[src/rtl/avg_pipe_n.sv]
// avg_pipe_n: pipelined NUM_IN-input unsigned averager, registered adder tree + constant divide,
// global-stall valid/ready. Define AVG_ROUND_EN for a round-half-up divide instead of truncation.
module avg_pipe_n #(
    parameter int  WIDTH  = 8,
    parameter int  NUM_IN = 3,
    localparam int SUM_W  = WIDTH + $clog2(NUM_IN)
) (
    input  logic                    clk,
    input  logic                    rst_n,
    input  logic [NUM_IN*WIDTH-1:0] in_data,
    input  logic                    in_valid,
    output logic                    in_ready,
    output logic [WIDTH-1:0]        out_avg,
    output logic [SUM_W-1:0]        out_sum,
    output logic                    out_valid,
    input  logic                    out_ready
);

    localparam int S   = $clog2(NUM_IN);
    localparam int LAT = S + 1;

    if (NUM_IN < 2 || NUM_IN > 16 || WIDTH < 1 || WIDTH > 32) begin : g_bad_cfg
        $error("avg_pipe_n: WIDTH must be 1..32 and NUM_IN 2..16");
    end

    // Operand count at tree level l; an odd leftover rides along unchanged.
    function automatic int lvl_cnt(input int l);
        int c;
        c = NUM_IN;
        for (int k = 0; k < l; k++) c = (c + 1) / 2;
        return c;
    endfunction

    logic           stall;
    logic           adv;
    logic [LAT-1:0] vld_pipe_q;
    logic [LAT-1:0] vld_pipe_d;

    assign stall     = vld_pipe_q[LAT-1] & ~out_ready;
    assign adv       = ~stall;
    assign in_ready  = ~stall;
    assign out_valid = vld_pipe_q[LAT-1];

    genvar l, j;
    for (l = 0; l <= S; l++) begin : g_lvl
        localparam int CNT = lvl_cnt(l);
        localparam int NW  = WIDTH + l;
        logic [CNT-1:0][NW-1:0] node;

        if (l == 0) begin : g_in
            assign node = in_data;
        end else begin : g_add
            localparam int PCNT = lvl_cnt(l - 1);
            logic [CNT-1:0][NW-1:0] node_d;

            for (j = 0; j < CNT; j++) begin : g_n
                if (2 * j + 1 < PCNT) begin : g_pair
                    assign node_d[j] = {1'b0, g_lvl[l-1].node[2*j]} + {1'b0, g_lvl[l-1].node[2*j+1]};
                end else begin : g_pass
                    assign node_d[j] = {1'b0, g_lvl[l-1].node[2*j]};
                end
            end

            always_ff @(posedge clk or negedge rst_n) begin
                if (!rst_n)   node <= '0;
                else if (adv) node <= node_d;
            end
        end
    end

    logic [SUM_W-1:0] sum_w;
    logic [WIDTH-1:0] avg_d;
    logic [WIDTH-1:0] avg_q;
    logic [SUM_W-1:0] sum_q;

    assign sum_w = g_lvl[S].node[0];

`ifdef AVG_ROUND_EN
    // One extra bit keeps sum + NUM_IN/2 from wrapping at full-scale inputs.
    logic [SUM_W:0] rnd_w;
    assign rnd_w = {1'b0, sum_w} + (SUM_W+1)'(NUM_IN / 2);
    assign avg_d = WIDTH'(rnd_w / (SUM_W+1)'(NUM_IN));
`else
    assign avg_d = WIDTH'(sum_w / SUM_W'(NUM_IN));
`endif

    assign vld_pipe_d = {vld_pipe_q[LAT-2:0], in_valid};

    always_ff @(posedge clk or negedge rst_n) begin
        if (!rst_n) begin
            vld_pipe_q <= '0;
            avg_q      <= '0;
            sum_q      <= '0;
        end else if (adv) begin
            vld_pipe_q <= vld_pipe_d;
            avg_q      <= avg_d;
            sum_q      <= sum_w;
        end
    end

    assign out_avg = avg_q;
    assign out_sum = sum_q;

endmodule

[config.mk]
export PLATFORM = sky130hd
export DESIGN_NAME = avg_pipe_n
export DESIGN_NICKNAME = d
export VERILOG_FILES = /design/src/rtl/avg_pipe_n.sv
export SDC_FILE = /design/constraint.sdc
export NUM_CORES = 1
export LEC_CHECK = 0
export BUFFER_PORTS_ARGS = -buffer_cell sky130_fd_sc_hd__buf_2
export CORE_AREA = 5 5 116 139
export DETAILED_ROUTE_END_ITERATION = 10
export DIE_AREA = 0 0 121 144
export PLACE_DENSITY = 0.36
export SYNTH_ARGS = -nofsm -noshare
export SYNTH_HDL_FRONTEND = slang
export SYNTH_SLANG_ARGS = --single-unit
[constraint.sdc]
create_clock -name clk -period 8.6 [get_ports clk]
set_clock_uncertainty 0.15 [all_clocks]
set_input_delay 1.72 -clock clk [delete_from_list [all_inputs] [get_ports clk]]
set_output_delay 1.72 -clock clk [all_outputs]
set_load 0.02 [all_outputs]
# Word-level counts from Yosys, hierarchy flattened
# Cells that the tools add are included.
[op_classes]
div = 1
add_sub_neg = 2
bitwise_logic = 3
[op_table]
columns = ["cell", "n"]
rows = [
  ["9-bit by 8-bit adder with 10-bit output", 1],
  ["10-bit by 2-bit divider with 10-bit output (second input constant)", 1],
  ["8-bit by 8-bit adder with 9-bit output", 1],
  ["1-bit inverter", 2],
  ["1-bit bitwise AND", 1],
]
[totals]
register_bits = 48

# Logic depth before layout (Yosys ltp)
# Gate-level depths: netlist (run 1).
[depth]
ltp_word = 3
ltp_mapped = 16
mapped_depth_nobuf = 13

# Worst setup path after synthesis (run 1)
# No wires, ideal clock.
[synth_timing]
path_type = "input to output"
from = "input out_ready"
to = "output in_ready"
n_path_buf = 2
setup_slack_ns = 4.299
stages = 4
arrival_time_ns = 2.431
path_cell_list = "nor2b_1 clkbuf_1 inv_2 clkbuf_1"
[synth_between]
elab_chain_len = 3
[synth_lines]
columns = ["element", "line", "text"]
rows = [
  ["start: declaration", "16", "input logic out_ready"],
  ["1-bit inverter", "39", "assign stall = vld_pipe_q[LAT-1] & ~out_ready;"],
  ["1-bit bitwise AND", "39", ""],
  ["1-bit inverter", "41", "assign in_ready = ~stall;"],
  ["end: declaration", "12", "output logic in_ready,"],
]
# No other way between the ends.

# Final worst setup path (run 1)
[layout_timing]
from = "register g_lvl[2].node[7] (netlist bit)"
to = "register avg_q[0] (netlist: out_avg[0])"
[layout_between]
elab_chain_len = 1
[layout_lines]
columns = ["element", "line", "text"]
rows = [
  ["start: declaration", "48", "logic [CNT-1:0][NW-1:0] node;"],
  ["start signal: assignment", "66", "else if (adv) node <= node_d;"],
  ["10-bit by 2-bit divider with 10-bit output", "84", "assign avg_d = WIDTH'(sum_w / SUM_W'(NUM_IN));"],
  ["end signal: assignment", "96", "avg_q <= avg_d;"],
  ["end: declaration", "73", "logic [WIDTH-1:0] avg_q;"],
]
# No other way between the ends.
# A chain may end at the register's enable or synchronous reset.

==> impl_metrics.ini, run 1 <==
[pwr]
power_frac_seq_pct = 29.6
pwr-share-clk_pct = 12.9
p_leak_nw = 1.71
power.share.combinational_pct = 57.6
p_total_w = 0.00159
p_switching_w = 0.000778
swShare_pct = 49.0
vdd_drop_max_mv = 0.129
cellInternalPower_w = 0.000810
power_density_nw_per_um2 = 417

[critical_path]
critical_path_class = flop to flop
reg2reg_from = g_lvl[2].node[7]$_DFFE_PN0N_
path_max_fanout = 25
startpoint_type = flop
reg2reg_slack_ns = 3.85
end_kind = flop
rr_worst_depth = 13
r2r-end = out_avg[0]$_DFFE_PN0N_
critPathArrivalTime_ns = 4.80
required_ns = 8.64

[flow_run]
maxCapViolCount = 0

[worst_hold_path]
hold_depth = 2
hold_end = vld_pipe_q[1]$_DFFE_PN0N_
min_from = vld_pipe_q[1]$_DFFE_PN0N_
hp-class = flop to flop

[sta]
rsz0062_at_grt = no
fin_setup_tns_ns = 0
post-route-min-period_ns = 4.75
worstMarginPinSlew_ns = 0.785
post-route-period-util_pct = 55.3
final-hold-violation-count = 0
drv_slew = 0
max_slew_margin_pct = 47.7
final-setup-viol-count = 0
max_freq_mhz = 210

[placed_design]
io_buffers = 47
dpl.hpwl_mm = 5.72
place.gp.congestion = 0.819

[die]
dieHeight_um = 144
fp.coreArea_um2 = 14800
die-area_um2 = 17400
rows = 49
start_util_pct = 22.2
io_pins = 48
die_w_um = 121

[drt]
wl_met2_mm = 4.07
wire_per_inst_um = 13.1
vias = 2818
drt-met1-wl_mm = 3.76
wirelength_mm = 8.26
firstDrtPassIters = 4
avgViaCountPerCell = 4.45
wl_met3_um = 305
drc = 0
top_layer = met4
drtIter0Drc = 100
antenna_left = 0

[clock_network]
post_cts_buffers = 0
cts_buffer_depth = 2
cts-root-buf = clkbuf_16
clk_pin_slew_ns = 0.07
hold_buffers = 0
cts_buffers = 5
clk_latency_ns = 0.29
htree_levels = 2
cts.sinks = 48
cts_tree = built
cts_resized = 0

[final_layout]
layout.nets = 475
areaGrowthSynthToFinish_pct = 16.0
diodes = 0
nFillCells = 1639
drive_above_1_share_pct = 15.6

[yosys]
synth_edf_count = 0
synth_top_family_by_area = compound AO/OA/AOI/OAI gates
synthMuxAreaShare_pct = 0.610
ys_seq_elements = 48
synth_most_common_cell = nand2_1
netlist_area_um2 = 3280
synthArstFlopShare_pct = 100
yosys-top-cells-area = dfrtp_1, nand2_1, ha_1
synth_top_area_cell = dfrtp_1
synth_fa_ha_area_share_pct = 7.71
synth_ff_type = dfrtp_1
yosysWarnings = 0
yosysUniqueCellTypes = 63
syn_inst = 399
synth_compound_area_share_pct = 23.8
synth_area_per_cell_um2 = 8.22
synthTopCellsByCount = nand2_1, dfrtp_1, a21oi_1
seq_area_frac_synth_pct = 36.6
syn_nets = 446
synth_top_area_share_pct = 36.6
synthXorXnorAreaFrac_pct = 4.50
synthSimpleGateAreaFrac_pct = 19.4

[grt]
grtUsageTotal_pct = 9.77
grt_max_degree = 53
grt_pass1_vias = 2869
grt_pass1_wl_mm = 13.9
antenna_found_initial = 0
globalRouteOverflowTotal = 0

[status]
run_status = finished, final reports clean
==> critical path: stages, from the launching register on <==
cell and delay [ns]:
dfrtp_1 0.85, clkinv_1 0.39, and3_1 0.25, o31a_1 0.27, nor3_2 0.51, a21oi_1 0.15, mux2i_1 0.19, ha_1 0.37
clkinv_1 0.30, o41ai_1 0.40, and3_1 0.19, a2111o_1 0.09, or4b_1 0.43, o31ai_1 0.08
==> flip-flops by register name, summed over array words and instances (netlist names) <==
register,cells
g_lvl.node,27
out_sum,10
out_avg,8
vld_pipe_q,3
==> how the worst max path moves through the flow <==
stage | startpoint | end | slack, ns
floorplan | out_ready | in_ready | 4.30
global placement | g_lvl[2].node[7]$_DFFE_PN0N_ | out_avg[0]$_DFFE_PN0N_ | 4.02
detailed placement | g_lvl[2].node[7]$_DFFE_PN0N_ | out_avg[0]$_DFFE_PN0N_ | 3.96
CTS | g_lvl[2].node[7]$_DFFE_PN0N_ | out_avg[0]$_DFFE_PN0N_ | 3.92
global route | g_lvl[2].node[7]$_DFFE_PN0N_ | out_avg[0]$_DFFE_PN0N_ | 3.35
finish | g_lvl[2].node[7]$_DFFE_PN0N_ | out_avg[0]$_DFFE_PN0N_ | 3.85
==> area by class of cell <==
| type | instances | area [µm²] | area share [%] |
|---|---|---|---|
| repair buffers | 50 | 258 | 6.78 |
| clock buffers | 7 | 143 | 3.75 |
| multi-input cells | 298 | 1850 | 48.5 |
| inverters | 25 | 93.8 | 2.47 |
| well taps | 204 | 255 | 6.71 |
| clock inverters | 1 | 7.51 | 0.197 |
| flip-flops and latches | 48 | 1200 | 31.6 |
==> through the flow <==
stage / utilization (%) / worst slack [ns] / instance area [µm²] / hold slack [ns] / instances
after detailed placement: 24.7 / 3.96 / 3650 / 0.298 / 625
after CTS: 25.7 / 3.92 / 3800 / 0.314 / 633
final: 25.7 / 3.85 / 3800 / 0.314 / 633
after floorplan: - / 4.30 / 3280 / 0.280 / 399
after global routing: 25.7 / 3.35 / 3800 / 0.331 / 633
after global placement: 24.7 / 4.02 / 3650 / 0.294 / 625
==> power groups by stage <==
stage,clock network (W),registers (W),logic (W)
global placement,0,0.000475,0.000933
CTS,0.000218,0.000471,0.000927
finish,0.000204,0.000470,0.000914
detailed placement,0,0.000474,0.000923
floorplan,0,0.000434,0.000761
global route,0.000226,0.000492,0.00104
==> layout by cell type, fill, tap and decap left out, drive strengths merged, types with 3 or more instances in the layout <==
master   n
nand2   69
buf     50
dfrtp   48
a21oi   39
o21ai   34
nor2    31
inv     23
ha      17
xnor2   11
nor3     8
clkbuf   7
o31ai    6
a31oi    5
and3     5
a21o     5
xor2     5
o211ai   5
nand3    4
a21boi   4
nor2b    4
a221oi   3
==> routing by layer <==
| metal | global-route usage [%] | vias up |
|---|---|---|
| met1 | 12.2 | 1304 |
| met5 | 0 | - |
| met4 | 3.40 | 0 |
| li1 | - | 1449 |
| met2 | 17.3 | 58 |
| met3 | 1.21 | 7 |
==> cell families after synthesis <==
group / count (synthesis)
adders and majority gates: 19
AOI/OAI and AO/OA: 124
muxes: 2
and+or+nand+nor: 137
buffers and inverters: 53
xor gates and xnor gates: 16
DFF: 48
Power figures use the tool's default switching activity.
==> run 2, diff against run 1 <==
PLACE_DENSITY = 0.38   (was 0.36)
clock period = 4.25 ns   (was 8.6 ns; I/O delays follow)
==> run 2 against run 1 <==
  * Die area unchanged
  * Clock-buffer cell count is 1 lower
  * Routed wire length decreased by 0.12%
  * Fmax rose by 21%
  * Register-to-register slack got worse by 3.5 ns
  * Final cell count grew 1.3%
  * Clock power rose by 120%
  * Largest cell class unchanged
  * Largest power group unchanged
==> impl_metrics.ini, run 2 (synthesis results as in run 1) <==
[status]
run_status = finished, final reports clean

[sta]
post-route-period-util_pct = 92.3
max_slew_margin_pct = 57.2
hold-worst-slack_ns = 0.316
rsz0062_at_grt = no
post-route-min-period_ns = 3.92
fin_setup_tns_ns = 0
max_freq_mhz = 255
final-hold-violation-count = 0
final-setup-viol-count = 0
worstMarginPinSlew_ns = 0.642
drv_slew = 0

[die]
die_w_um = 121
start_util_pct = 22.2
fp.coreArea_um2 = 14800
io_pins = 48
rows = 49
dieHeight_um = 144
die-area_um2 = 17400

[final_layout]
nFillCells = 1631
utilization_pct = 26.3
layout.nets = 483
diodes = 0
drive_above_1_share_pct = 18.1
final_area_um2 = 3890
top_register = g_lvl.node
final_common_cell = nand2_1
largest_register_ffs = 27
final_cell_mix = nand2_1, buf_2, dfrtp_1
areaGrowthSynthToFinish_pct = 18.5

[pwr]
p_leak_nw = 1.76
power_density_nw_per_um2 = 860
vdd_drop_max_mv = 0.305

[worst_hold_path]
hp-class = flop to flop

[grt]
grt_max_degree = 49
grt_busiest_layer = met2
antenna_found_initial = 0
grt_pass1_vias = 2841
grtUsageTotal_pct = 9.82
globalRouteOverflowTotal = 0
grtUsageMet2_pct = 17.9
met1_usage_pct = 11.5
gr-usage-met3_pct = 1.72
grt_pass1_wl_mm = 13.8

[critical_path]
max_stage_delay_ns = 0.54
required_ns = 4.30
crit_slowest_cell = dfrtp_1
path_max_fanout = 15
path_cells = nor3b_2 -> a221oi_1 -> a21oi_1 -> nor3_2 -> buf_4 -> a21o_1 -> mux2i_1 -> ha_1 -> clkinv_1 -> o41ai_1 -> and3_1 -> a2111o_1 -> or4b_1 -> o31ai_1
end_kind = flop
critPathArrivalTime_ns = 3.97
critical_path_class = flop to flop
startpoint_type = flop

[clock_network]
htree_levels = 2
cts_tree = built
clk_pin_slew_ns = 0.07
hold_buffers = 0
clk_latency_ns = 0.29
cts.sinks = 48
cts-root-buf = clkbuf_16
post_cts_buffers = 0
cts_buffers = 5
cts_buffer_depth = 2
cts_resized = 0

[placed_design]
io_buffers = 47
place.gp.congestion = 0.772
dpl.hpwl_mm = 5.94
dpl_cell_area_um2 = 3710

[drt]
wirelength_mm = 8.25
antenna_left = 0
avgViaCountPerCell = 4.48
firstDrtPassIters = 5
drc = 0
wire_per_inst_um = 12.9
vias = 2872
drtIter0Drc = 100

[flow_run]
maxCapViolCount = 0
[run 2: changes by cell type in the layout (fill, tap and decap cells not counted)]
| cell | previous run | this run |
|---|---|---|
| nor3_1 | 7 | 6 |
| buf_4 | 3 | 11 |
| clkbuf_8 | 1 | 0 |
| clkinvlp_4 | 1 | 0 |
| dfrtp_1 | 48 | 45 |
| nor3_2 | 1 | 2 |
| clkinv_2 | 0 | 1 |
| dfrtp_2 | 0 | 3 |
| bufinv_16 | 0 | 1 |
[run 2: power breakdown]
part           internal (W)  total [W]  leakage (nW)  switching (W)
sequential         0.000653   0.000870         0.558       0.000217
clock              0.000277   0.000452        0.0808       0.000174
combinational      0.000825    0.00202          1.12        0.00119
[run 2: area by class of cell]
cell class | count | area (µm²) | share of cell area [%]
Multi-Input combinational cell | 298 | 1850 | 47.6
Sequential cell | 48 | 1200 | 31.0
Timing Repair Buffer | 58 | 318 | 8.18
Tap cell | 204 | 255 | 6.57
Clock buffer | 6 | 129 | 3.32
Inverter | 25 | 93.8 | 2.41
Clock inverter | 2 | 35.0 | 0.901
[run 2: layer usage]
layer	share of wire (%)	vias up	wire, µm
met2	51	48	4230
li1	-	1468	-
met4	1.8	0	147
met5	0	-	0
met3	2.8	7	229
met1	44	1349	3640
[run 2: worst paths after layout]
check / startpoint / slack, ns / cells after the start / to
max reg2reg: g_lvl[2].node[7]$_DFFE_PN0N_ / 0.33 / 14 / out_avg[0]$_DFFE_PN0N_
max in group asynchronous: rst_n / 2.97 / 2 / g_lvl[2].node[5]$_DFFE_PN0N_
max: g_lvl[2].node[7]$_DFFE_PN0N_ / 0.33 / 14 / out_avg[0]$_DFFE_PN0N_
min: vld_pipe_q[1]$_DFFE_PN0N_ / 0.32 / 1 / vld_pipe_q[2]$_DFFE_PN0N_
min reg2reg: vld_pipe_q[1]$_DFFE_PN0N_ / 0.32 / 1 / vld_pipe_q[2]$_DFFE_PN0N_
min in group asynchronous: rst_n / 0.51 / 2 / g_lvl[1].node[16]$_DFFE_PN0N_
[run 2: stage by stage]
stage	std cells	power [W]	setup WS (ns)
after floorplan	399	0.00242	0.599
after global placement	633	0.00290	0.430
after detailed placement	633	0.00290	0.316
after CTS	641	0.00338	0.291
after global routing	641	0.00366	0.00768
final	641	0.00334	0.327
[run 2: critical path: cells and delay by family (launching register included)]
family | cells | cell delay [ns]
DFF | 1 | 0.54
muxes | 1 | 0.19
adders and majority gates | 1 | 0.36
AOI/OAI and AO/OA | 6 | 1.21
buffers and inverters | 2 | 0.31
and+or+nand+nor | 4 | 1.07
